### config.mk
export PLATFORM = sky130hd
export DESIGN_NAME = seg_display_scheduler
export DESIGN_NICKNAME = d
export VERILOG_FILES = /design/src/rtl/seg_display_scheduler.sv
export SDC_FILE = /design/constraint.sdc
export NUM_CORES = 1
export LEC_CHECK = 0
export CORE_MARGIN = 5
export CORE_UTILIZATION = 49
export CTS_CLUSTER_DIAMETER = 50
export CTS_CLUSTER_SIZE = 40
export DETAILED_ROUTE_END_ITERATION = 10
export PLACE_DENSITY = 0.79
export SETUP_SLACK_MARGIN = 0.15
export SYNTH_ARGS = -nofsm -noshare
export SYNTH_HDL_FRONTEND = slang
export SYNTH_SLANG_ARGS = --single-unit
### constraint.sdc
create_clock -name CLK -period 2.9 [get_ports CLK]
set_input_delay 0.725 -clock CLK [delete_from_list [all_inputs] [get_ports CLK]]
set_output_delay 0.725 -clock CLK [all_outputs]
set_load 0.02 [all_outputs]
### src/rtl/seg_display_scheduler.sv
// Scan-clock generator and source arbiter for the four-digit seven-segment mux.
// Chooses the displayed word (live or event snapshot) and which half is shown.
module seg_display_scheduler #(
    parameter int SCAN_DIV   = 50000,
    parameter int PAGE_SCANS = 256,
    parameter int HOLD_PAGES = 4
) (
    input  logic        CLK,
    input  logic        RST,
    input  logic [31:0] Data0,
    input  logic [31:0] Data1,
    input  logic [31:0] Data2,
    input  logic [1:0]  Req,
    input  logic        Freeze,
    output logic        CLK_S,
    output logic [31:0] Data,
    output logic        Sel,
    output logic [1:0]  Src,
    output logic [1:0]  Ack
);

    localparam int DIV_W = (SCAN_DIV > 1) ? $clog2(SCAN_DIV) : 1;
    localparam int FRM_W = (PAGE_SCANS > 1) ? $clog2(PAGE_SCANS) : 1;
    localparam int HLD_W = $clog2(HOLD_PAGES + 1);

    typedef enum logic {ST_LIVE, ST_HOLD} state_t;

    state_t            r_state, w_state_nxt;
    logic [DIV_W-1:0]  r_div_cnt;
    logic              r_clk_s;
    logic [1:0]        r_digit;
    logic [FRM_W-1:0]  r_frame_cnt, w_frame_nxt;
    logic [HLD_W-1:0]  r_hold_cnt, w_hold_nxt;
    logic              r_sel, w_sel_nxt;
    logic [1:0]        r_src, w_src_nxt;
    logic [31:0]       r_data, w_data_nxt;
    logic [1:0]        r_ack;
    logic [1:0]        r_req_q;
    logic              r_pend_vld;
    logic [1:0]        r_pend_src;
    logic [31:0]       r_pend_data;

    logic              w_div_wrap;
    logic              w_tick;
    logic              w_frame_bnd;
    logic              w_frame_wrap;
    logic              w_page_tgl;
    logic [1:0]        w_req_new;

    assign w_div_wrap   = (r_div_cnt == DIV_W'(SCAN_DIV - 1));
    assign w_tick       = w_div_wrap && !r_clk_s;
    assign w_frame_bnd  = w_tick && (r_digit == 2'd3);
    assign w_frame_wrap = (r_frame_cnt == FRM_W'(PAGE_SCANS - 1));
    assign w_page_tgl   = w_frame_bnd && !Freeze && w_frame_wrap;
    // Ack only on the rising edge of a request bit so a held Req acks once.
    assign w_req_new    = Req & ~r_req_q;

    always_ff @(posedge CLK or posedge RST) begin
        if (RST) begin
            r_div_cnt <= '0;
            r_clk_s   <= 1'b0;
            r_digit   <= 2'd0;
        end else begin
            r_div_cnt <= w_div_wrap ? '0 : r_div_cnt + 1'b1;
            if (w_div_wrap)
                r_clk_s <= ~r_clk_s;
            if (w_tick)
                r_digit <= r_digit + 2'd1;
        end
    end

    always_ff @(posedge CLK or posedge RST) begin
        if (RST)
            r_state <= ST_LIVE;
        else
            r_state <= w_state_nxt;
    end

    always_comb begin
        w_state_nxt = r_state;
        w_src_nxt   = r_src;
        w_sel_nxt   = r_sel;
        w_hold_nxt  = r_hold_cnt;
        w_frame_nxt = r_frame_cnt;
        w_data_nxt  = (r_state == ST_LIVE) ? Data0 : r_data;
        if (w_frame_bnd) begin
            if (!Freeze)
                w_frame_nxt = w_frame_wrap ? '0 : r_frame_cnt + 1'b1;
            // A pending event wins over both page toggling and hold expiry.
            if (r_pend_vld) begin
                w_state_nxt = ST_HOLD;
                w_src_nxt   = r_pend_src;
                w_data_nxt  = r_pend_data;
                w_sel_nxt   = 1'b0;
                w_frame_nxt = '0;
                w_hold_nxt  = '0;
            end else if (w_page_tgl) begin
                if (r_state == ST_HOLD && r_hold_cnt == HLD_W'(HOLD_PAGES - 1)) begin
                    w_state_nxt = ST_LIVE;
                    w_src_nxt   = 2'd0;
                    w_sel_nxt   = 1'b0;
                    w_data_nxt  = Data0;
                    w_hold_nxt  = '0;
                end else begin
                    w_sel_nxt = ~r_sel;
                    if (r_state == ST_HOLD)
                        w_hold_nxt = r_hold_cnt + 1'b1;
                end
            end
        end
    end

    always_ff @(posedge CLK or posedge RST) begin
        if (RST) begin
            r_frame_cnt <= '0;
            r_hold_cnt  <= '0;
            r_sel       <= 1'b0;
            r_src       <= 2'd0;
            r_data      <= 32'd0;
            r_ack       <= 2'b00;
            r_req_q     <= 2'b00;
            r_pend_vld  <= 1'b0;
            r_pend_src  <= 2'd0;
        end else begin
            r_frame_cnt <= w_frame_nxt;
            r_hold_cnt  <= w_hold_nxt;
            r_sel       <= w_sel_nxt;
            r_src       <= w_src_nxt;
            r_data      <= w_data_nxt;
            r_req_q     <= Req;
            r_ack       <= w_req_new[1] ? 2'b10 : w_req_new;
            if (|Req) begin
                r_pend_vld <= 1'b1;
                r_pend_src <= Req[1] ? 2'd2 : 2'd1;
            end else if (w_frame_bnd) begin
                r_pend_vld <= 1'b0;
            end
        end
    end

    // Snapshot payload needs no reset; its valid flag guards every use.
    always_ff @(posedge CLK) begin
        if (|Req)
            r_pend_data <= Req[1] ? Data2 : Data1;
    end

    assign CLK_S = r_clk_s;
    assign Data  = r_data;
    assign Sel   = r_sel;
    assign Src   = r_src;
    assign Ack   = r_ack;

endmodule

* Yosys cells after proc, flatten, opt, wreduce, memory -nomap -nowiden
Index checks and enable logic that the tools add are counted.
** Storage, ports and cells
- Register bits after elaboration :: 105
- Input port bits :: 101
- Output and inout port bits :: 38
- Word-level logic and storage cells :: 70
** Cells by class
- Add/sub/neg operators :: 4
- Equality and inequality tests :: 5
- Muxes and demuxes :: 27
- Bitwise gates (word level) :: 4
- Reductions and logical operators :: 16
** Operators by type and width (number)
- $mux W32 :: 6
- $mux W8 :: 3
- $add A16 B1 Y16 const B :: 1
- $eq A16 B16 Y1 const B :: 1
- $mux W16 :: 1
- $mux W3 :: 4
- $mux W2 :: 5
- $add A8 B1 Y8 const B :: 1
- $eq A8 B8 Y1 const B :: 1
- $mux W1 :: 8
- $reduce_and A3 Y1 :: 2
- $reduce_bool A2 Y1 :: 3
- $logic_and A1 B1 Y1 :: 5
- $reduce_and A2 Y1 :: 2
- $add A3 B1 Y3 const B :: 1
- $eq A3 B2 Y1 const B :: 1
- $reduce_bool A3 Y1 :: 1
- $add A2 B1 Y2 const B :: 1
- $and A2 B2 Y2 :: 1
- $eq A2 B2 Y1 const B :: 1
- $logic_not A1 Y1 :: 2
- $ne A2 B1 Y1 const B :: 1
- $not A1 Y1 :: 2
- $not A2 Y2 :: 1
- $reduce_or A2 Y1 :: 1

* Longest topological paths before layout
Gate-level depths: netlist of run 1.
- Depth after elaboration :: 8
- Gate-level depth with buffers :: 8
- Gate-level depth less buffers :: 6

* Least setup slack after synthesis of run 1
OpenSTA, ideal clock, no wires.
- Kind :: input to register
- Start point :: input Freeze
- End point :: register r_data[21], in the netlist Data[21]
- Setup time :: 0.123 ns
- Arrival :: 1.923 ns
- Required time :: 2.777 ns
- Path slack :: 0.854 ns
- Cell stages on the path :: 7
- Path buffers :: 2
- Path through :: nand4b_1 nor2_4 nand4bb_1 buf_2 buf_6 o22a_1 o221a_1
** On the way
- Word-level cells in the longest chain between the ends :: 6
** Ends and longest elaborated chain
- start: declaration :: line 14 : input logic Freeze,
- $logic_not A1 Y1
- $logic_and A1 B1 Y1 (2 in a row) :: line 54 : assign w_page_tgl = w_frame_bnd && !Freeze && w_frame_wrap;
- $mux W32 :: line 97 : end else if (w_page_tgl) begin
- $mux W32 :: line 90 : if (r_pend_vld) begin
- $mux W32 :: line 86 : if (w_frame_bnd) begin
- named net w_data_nxt[21] :: line 36 : logic [31:0] r_data, w_data_nxt;
- end signal: assignment :: line 129 : r_data <= w_data_nxt;
- end: declaration :: line 36
The timed path passes the listed nets, and every way through them passes these cells.
A chain may end at the register's enable or synchronous reset.

* Worst setup path in the final report of run 1
- Start point :: input Freeze
- End point :: register r_data[0], in the netlist Data[0]
The elaborated chain is that of the path after synthesis.

==> impl_metrics.tcl, run 1 <==
set metrics [dict create \
    gp_congestion 0.863 \
    ant_nets 0 \
    vias 4132 \
    avgViaCountPerCell 5.71 \
    area_delta_synth_final_pct 31.9 \
    synth_cell_type_count 53 \
    fmax_mhz 462 \
    min_period_ns 2.17 \
    io_buffers 138 \
    finClkSkew_ns 0.0114 \
    grt_max_degree 40 \
    clk_path_buf_depth 2 \
    synth_edf_count 32 \
    crit_buf_inv 2 \
    p_leak_nw 3.09 \
    tritoncts "yes" \
    syn-num-nets 550 \
    ys_ff_latch 105 \
    rsz0062_at_grt "false" \
    hold_class "flop to flop" \
    cpMaxStageDelayCell "clkdlybuf4s50_1" \
    synth_top_area_cell "dfrtp_1" \
    wl_mm 13.8 \
    numCtsBuffers 9 \
    cts_hold_buf 0 \
    p_total_mw 2.77 \
    max_stage_delay_ns 0.44 \
    place_ws_ns 0.367 \
    post_cts_buffers 0 \
    path_cells "clkdlybuf4s50_1 -> nand4b_1 -> nor2_4 -> nand4bb_1 -> buf_4 -> o22a_1 -> o221a_2" \
    firstDrtPassIters 5 \
    fin_ws_ns 0.734 \
    required_ns 3.16 \
    grt_pass1_vias 4446 \
    dr.first_iter.drc_count 227 \
    cts.clk_slew.worst_paths_ns 0.10 \
    cts_sinks 105 \
    num_antenna_cells 0 \
    period_share_pct 74.7 \
    start_kind "input pin" \
    critical-path-top-delay-family "buffers and inverters" \
    htreeDepth 3 \
    async_flop_share_pct 69.5 \
    ctsResizeCount 0 \
    ios 139 \
    yosysWarnings 0 \
    syn_avg_cell_area_um2 12.2 \
    grtUsageTotal_pct 21.4 \
    die_x_um 115 \
    mostFrequentLayoutCells "clkdlybuf4s50_1, dfrtp_1, mux2_2" \
    worst_hold_slack_ns 0.406 \
    floorplan.die_area_um2 13300 \
    nets 684 \
    slew_headroom_pct 40.4 \
    grt_pass1_wl_mm 22.3 \
    final_area_um2 7180 \
    drive_above_1_share_pct 18.3 \
    ys.flop_type "dfrtp_1" \
    root_buffer "clkbuf_8" \
    insertion_delay_ns 0.37 \
    powerDensity_nw_per_um2 385 \
    hpwl_mm 9.68 \
    fp.dieH_um 115 \
    placed_cell_area_um2 6980 \
    synth_cells 445 \
    layout_commonest_cell "clkdlybuf4s50_1" \
    hold_viol_final 0 \
    cp_max_fo 21 \
    finalSetupTns_ns 0 \
    max_cap_violations 0 \
    antenna_found_initial 0 \
    core_area_um2 10800 \
    status "completed" \
    routedWlPerCell_um 19.1 \
    gr-total-overflow 0 \
    peakVddDrop_v 0.000269 \
    synth_top_area_share_pct 33.6 \
    worstMarginPinSlew_ns 0.894 \
    maxSlewViolCount 0 \
    setup_viol 0 \
    drc 0 \
    netlist_area_um2 5440 \
    arrival_ns 2.42 \
    critPathKind "input pin to flop" \
    row_count 38 \
    critPathCaptureType "flop" \
    start_util_pct 50.2 \
    synth.area.top_cells "dfrtp_1, edfxtp_1, mux2_2, o221a_1, o22a_1" \
    ys_seq_area_share_pct 51.2 \
]
==> per-layer routing <==
metal / up-vias / routed length [µm] / track usage, %
li1: 1945 / - / -
met4: 0 / 221 / 6.73
met5: - / 0 / 0
met3: 17 / 819 / 5.21
met2: 114 / 7400 / 37.8
met1: 2056 / 5400 / 25.8
==> cell families (layout without fill, tap and decap cells) <==
logic type,after synthesis,count (layout),share of synthesized area (%)
AOI/OAI and AO/OA,96,96,15.4
xor gates and xnor gates,14,14,2.25
adders and majority gates,4,4,0.920
buffers and inverters,35,174,3.13
DFF,105,105,51.2
muxes,67,67,13.8
and+or+nand+nor,124,124,13.2
==> sequential cells by signal (all words and copies together), names as in the netlist <==
register and count:
r_state 1, Ack 2, Src 2, r_div_cnt 16
r_digit 2, Data 32, Sel 1, r_pend_vld 1
r_frame_cnt 8, r_pend_src 2, r_hold_cnt 3, CLK_S 1
r_pend_data 32, r_req_q 2
==> per-stage QoR <==
| stage | cells | util, % |
|---|---|---|
| CTS | 724 | 66.2 |
| global route | 724 | 66.2 |
| detailed placement | 708 | 64.4 |
| finish | 724 | 66.2 |
| floorplan | 445 | - |
| global placement | 708 | 64.4 |
==> where the power goes <==
| part | switching [mW] | internal (mW) |
|---|---|---|
| sequential | 0.0179 | 1.59 |
| combinational | 0.0832 | 0.159 |
| clock | 0.513 | 0.404 |
| total | 0.614 | 2.15 |
==> synthesized netlist by cell type (5+ instances only) <==
library cell and instances:
dfrtp_1 73, mux2_2 63, nand2b_1 33, edfxtp_1 32, o22a_1 31, o221a_1 29
nand2_1 26, nor2_1 19, clkbuf_1 16, nand3_1 12, o21ai_0 11, buf_2 10
xor2_1 8, xnor2_1 6, inv_1 5, o31ai_1 5
==> final timing paths <==
| kind | start | to | slack [ns] | cells past startpoint |
|---|---|---|---|---|
| worst min-delay path | r_req_q[1] | Ack[1] | 0.41 | 1 |
| worst min register to register | r_req_q[1] | Ack[1] | 0.41 | 1 |
| worst max-delay path | Freeze | Data[0] | 0.73 | 7 |
| min in group asynchronous | RST | Ack[1] | 0.66 | 2 |
| max in group asynchronous | RST | r_frame_cnt[7] | 1.64 | 3 |
| worst max register to register | r_div_cnt[0] | Src[1] | 0.80 | 7 |
==> area by class of cell <==
class	instances	area [µm²]
Fill cell	845	3660
Sequential cell	105	2790
Multi-Input combinational cell	305	2490
Timing Repair Buffer	153	1510
Tap cell	140	175
Clock buffer	10	128
Clock inverter	6	66.3
Inverter	5	18.8
(Power assumes the default switching activity.)
==> inputs of run 2 (changes only) <==
--- a/config.mk
+++ b/config.mk
@@ -6,11 +6,11 @@
 export NUM_CORES = 1
 export LEC_CHECK = 0
 export CORE_MARGIN = 5
-export CORE_UTILIZATION = 49
+export CORE_UTILIZATION = 45
 export CTS_CLUSTER_DIAMETER = 50
 export CTS_CLUSTER_SIZE = 40
 export DETAILED_ROUTE_END_ITERATION = 10
-export PLACE_DENSITY = 0.79
+export PLACE_DENSITY = 0.76
 export SETUP_SLACK_MARGIN = 0.15
 export SYNTH_ARGS = -nofsm -noshare
 export SYNTH_HDL_FRONTEND = slang
==> constraint.sdc (replaced) <==
create_clock -name CLK -period 1.9 [get_ports CLK]
set_input_delay 0.475 -clock CLK [delete_from_list [all_inputs] [get_ports CLK]]
set_output_delay 0.475 -clock CLK [all_outputs]
set_load 0.02 [all_outputs]
==> run 2 against run 1 <==
Against the previous run:
- the run now ends with setup timing left
- routed wire length rose by 12%
- core utilization rose by 0.055 points
- critical path depth fell by 1
- worst hold slack got worse by 0.0045 ns
- clock power rose by 97%
- global-route usage fell by 1.1 points
- critical endpoint is now Data[26]
- largest cell class unchanged
- largest power group unchanged
- highest routed layer unchanged
==> impl_metrics.tcl, run 2 (synthesized netlist as in run 1, its figures left out) <==
set metrics [dict create \
    critPathKind "flop to flop" \
    p_total_mw 4.63 \
    start_kind "flop" \
    clk_path_buf_depth 2 \
    row_count 40 \
    wl_mm 15.5 \
    ios 139 \
    firstDrtPassIters 4 \
    status "finished, violations left" \
    io_buffers 138 \
    grt_pass1_vias 4702 \
    mostFrequentLayoutCells "clkdlybuf4s50_1, dfrtp_1, mux2_2" \
    fp.dieH_um 120 \
    htreeDepth 3 \
    num_antenna_cells 0 \
    final_area_um2 7890 \
    max_stage_delay_ns 0.48 \
    nets 728 \
    slew_headroom_pct 73.0 \
    hpwl_mm 10.4 \
    critPathCaptureType "flop" \
    cp_max_fo 15 \
    vias 4435 \
    gr-total-overflow 0 \
    floorplan.die_area_um2 14400 \
    core_area_um2 11900 \
    cts_sinks 105 \
    ant_nets 0 \
    cpMaxStageDelayCell "dfrtp_1" \
    p_leak_nw 3.62 \
    final_util_pct 66.3 \
    antenna_found_initial 0 \
    peakVddDrop_v 0.000522 \
    violations "setup timing" \
    r2r_cells 6 \
    min_period_ns 1.93 \
    maxSlewViolCount 0 \
    nFillCells 884 \
    fmax_mhz 518 \
    placed_cells 743 \
    rsz0062_at_grt "true" \
    cts.clk_slew.worst_paths_ns 0.07 \
    worst_hold_slack_ns 0.402 \
    placed_cell_area_um2 7260 \
    arrival_ns 2.15 \
    period_share_pct 102 \
    powerDensity_nw_per_um2 587 \
    tritoncts "yes" \
    drive_above_1_share_pct 28.3 \
    hold_viol_final 0 \
    finClkSkew_ns 0.0111 \
    root_buffer "clkbuf_16" \
    finalSetupTns_ns -0.159 \
    instances_no_fill 775 \
    grt_pass1_wl_mm 23.4 \
    die_x_um 120 \
    dr.first_iter.drc_count 267 \
    grtUsageTotal_pct 20.3 \
    avgViaCountPerCell 5.72 \
    hold_class "input pin to flop" \
    drc 0 \
    setup_viol 13 \
    hold_depth 1 \
    worstMarginPinSlew_ns 0.405 \
    insertion_delay_ns 0.35 \
    required_ns 2.12 \
    numCtsBuffers 9 \
    fin_ws_ns -0.0316 \
    gp_congestion 0.836 \
    grt_max_degree 47 \
    layout_commonest_cell "clkdlybuf4s50_1" \
    max_cap_violations 0 \
    start_util_pct 45.7 \
    place_ws_ns -0.468 \
    path_cells "nand4_1 -> nor2_4 -> nand4bb_4 -> buf_6 -> o22a_1 -> o221a_1" \
    area_delta_synth_final_pct 45.1 \
    routedWlPerCell_um 20.0 \
]
[run 2: worst paths after layout]
path | startpoint | end | slack [ns]
worst max-delay path | r_frame_cnt[4] | Data[26] | -0.03
worst min-delay path | Req[1] | r_req_q[1] | 0.40
worst max register to register | r_frame_cnt[4] | Data[26] | -0.03
worst min register to register | r_req_q[1] | Ack[1] | 0.41
max in group asynchronous | RST | Data[12] | 1.00
min in group asynchronous | RST | Sel | 0.56
[run 2: area by class of cell]
class	instances	area (µm²)	area share [%]
clock buffers	10	229	2.90
multi-input cells	305	2670	33.8
inverters	5	22.5	0.285
repair buffers	197	1950	24.7
clock inverters	6	53.8	0.682
flip-flops and latches	105	2790	35.3
well taps	147	184	2.33
[run 2: power by group]
part,leakage [nW],internal [mW],switching (mW)
Combinational,2.21,0.250,0.133
Sequential,1.27,2.43,0.0276
Clock,0.135,0.912,0.886
Total,3.62,3.59,1.05
[run 2: what timing repair did]
item,CTS,global route
gates cloned,1,3
pin swaps,12,17
hold buffers,0,0
buffers inserted,3,9
gates resized for setup,67,33
endpoints found under the setup margin,84,52
[run 2: per-layer routing]
layer	GRT usage, %	wire (µm)	up-vias
met1	24.7	6110	2196
met5	0	0	-
met3	3.82	1040	30
met4	8.23	408	0
met2	35.5	7940	160
li1	-	-	2049
[run 2: critical path, delay by kind of cell (launching register included)]
kind	cells	cell delay (ns)
buffers and inverters	1	0.19
AND/OR/NAND/NOR	3	0.70
flip-flops	1	0.48
AO/OA/AOI/OAI	2	0.44
==> inputs of run 3 (changes only) <==
--- a/config.mk
+++ b/config.mk
@@ -6,11 +6,12 @@
 export NUM_CORES = 1
 export LEC_CHECK = 0
 export CORE_MARGIN = 5
-export CORE_UTILIZATION = 45
+export CORE_UTILIZATION = 50
 export CTS_CLUSTER_DIAMETER = 50
 export CTS_CLUSTER_SIZE = 40
 export DETAILED_ROUTE_END_ITERATION = 10
-export PLACE_DENSITY = 0.76
+export DONT_BUFFER_PORTS = 1
+export PLACE_DENSITY = 0.67
 export SETUP_SLACK_MARGIN = 0.15
 export SYNTH_ARGS = -nofsm -noshare
 export SYNTH_HDL_FRONTEND = slang
==> run 3 against run 2 <==
Against the previous run:
- the run still ends with setup timing left
- combinational power shrank 64%
- worst setup slack got worse by 0.015 ns
- core utilization shrank 6.2 points
- cell area fell by 18%
- maximum frequency shrank 0.78%
- die area decreased by 9.2%
- critical path depth increased by 1
- largest cell class unchanged
- highest routed layer unchanged
==> impl_metrics.tcl, run 3 (synthesized netlist as in run 1, its figures left out) <==
set metrics [dict create \
    status "finished, violations left" \
    violations "setup timing" \
    grtUsageTotal_pct 20.7 \
    reg2reg_setup_slack_ns -0.05 \
    rsz0062_at_grt "true" \
    start_util_pct 50.6 \
    tritoncts "yes" \
    wl_mm 13.4 \
    max_stage_delay_ns 0.38 \
    drc 0 \
    ios 139 \
    drive_above_1_share_pct 36.9 \
    hold_viol_final 0 \
    setup_viol 18 \
    p_total_mw 4.03 \
    fp.dieH_um 114 \
    die_x_um 114 \
    hpwl_mm 8.81 \
    max_cap_violations 0 \
    floorplan.die_area_um2 13100 \
    peakVddDrop_v 0.000590 \
    antenna_found_initial 0 \
    io_buffers 0 \
    multiInputGateArea_um2 2680 \
    fmax_mhz 514 \
    grt_pass1_vias 4047 \
    layout_commonest_cell "dfrtp_1" \
    num_antenna_cells 0 \
    finClkSkew_ns 0.0148 \
    numCtsBuffers 9 \
    fin_ws_ns -0.0469 \
    row_count 38 \
    grt_max_degree 38 \
    p_leak_nw 2.91 \
    cts_sinks 105 \
    routedWlPerCell_um 21.2 \
    required_ns 2.17 \
    finalSetupTns_ns -0.284 \
    cpMaxStageDelayCell "dfrtp_1" \
    nets 591 \
    critPathCaptureType "flop" \
    slew_headroom_pct 43.5 \
    placed_cells 602 \
    insertion_delay_ns 0.38 \
    grt_pass1_wl_mm 21.3 \
    root_buffer "clkbuf_8" \
    clk_path_buf_depth 2 \
    min_period_ns 1.95 \
    start_kind "flop" \
    area_delta_synth_final_pct 18.5 \
    ant_nets 0 \
    firstDrtPassIters 5 \
    path_cells "ha_2 -> and4b_1 -> nand3b_1 -> nand4bb_4 -> buf_12 -> o22a_1 -> o221a_2" \
    worstMarginPinSlew_ns 0.848 \
    vias 3802 \
    dr.first_iter.drc_count 172 \
    avgViaCountPerCell 6.03 \
    maxSlewViolCount 0 \
    core_area_um2 10700 \
    hold_class "input pin to flop" \
    period_share_pct 102 \
    htreeDepth 3 \
    critPathKind "flop to flop" \
    cp_max_fo 27 \
    seqCellArea_um2 2790 \
    cts.clk_slew.worst_paths_ns 0.11 \
    gp_congestion 0.812 \
    mostFrequentLayoutCells "dfrtp_1, mux2_2, buf_4" \
    powerDensity_nw_per_um2 624 \
    instances_no_fill 631 \
    nFillCells 885 \
    arrival_ns 2.21 \
    gr-total-overflow 0 \
]
==> run 3: worst paths after layout <==
check,start,end,depth (start not counted)
worst max-delay path,r_div_cnt[1],Data[0],7
worst min-delay path,Req[1],r_req_q[1],0
worst max register to register,r_div_cnt[1],Data[0],7
worst min register to register,r_req_q[0],Ack[0],1
max in group asynchronous,RST,Sel,4
min in group asynchronous,RST,Data[25],2
==> run 3: final cells by class <==
type / count / area share (%)
flip-flops and latches: 105 / 43.3
multi-input cells: 306 / 41.6
repair buffers: 59 / 8.83
clock buffers: 12 / 2.74
well taps: 140 / 2.72
clock inverters: 4 / 0.504
inverters: 5 / 0.349
==> run 3: through the flow <==
stage               setup slack, ns  area (µm²)  util, %  hold slack [ns]
global route                 -0.187        6450     60.0           0.0589
detailed placement          -0.0260        5900     54.9            0.372
floorplan                    0.0366        5460        -            0.383
CTS                         -0.0107        6250     58.2           0.0856
finish                      -0.0469        6450     60.0            0.109
global placement             0.0176        5900     54.9            0.368
==> run 3: critical path: cells and delay by family, from the launching register on <==
kind	cells	cell delay [ns]
buffers and inverters	1	0.18
adders and majority gates	1	0.18
and+or+nand+nor	3	0.61
AOI/OAI and AO/OA	2	0.46
DFF	1	0.38
==> run 3: routing by layer <==
layer | vias up | global-route usage (%) | wire, µm
met5 | - | 0 | 0
met4 | 0 | 3.80 | 106
met3 | 10 | 8.25 | 946
met2 | 106 | 34.1 | 6770
met1 | 1914 | 26.2 | 5570
li1 | 1772 | - | -
==> run 3: power by group <==
group	internal, mW	total, mW	leakage, nW	switching [mW]
logic	0.0680	0.138	1.53	0.0699
registers	2.43	2.46	1.27	0.0302
clock network	0.637	1.43	0.108	0.796
==> run 3: what timing repair did <==
item,4_1_cts,5_1_grt
pin swaps,8,23
setup endpoints to repair,48,50
endpoints found under the hold margin,16,0
gates resized for setup,22,37
hold buffers,1,0
cloned,1,1
buffers inserted,2,8
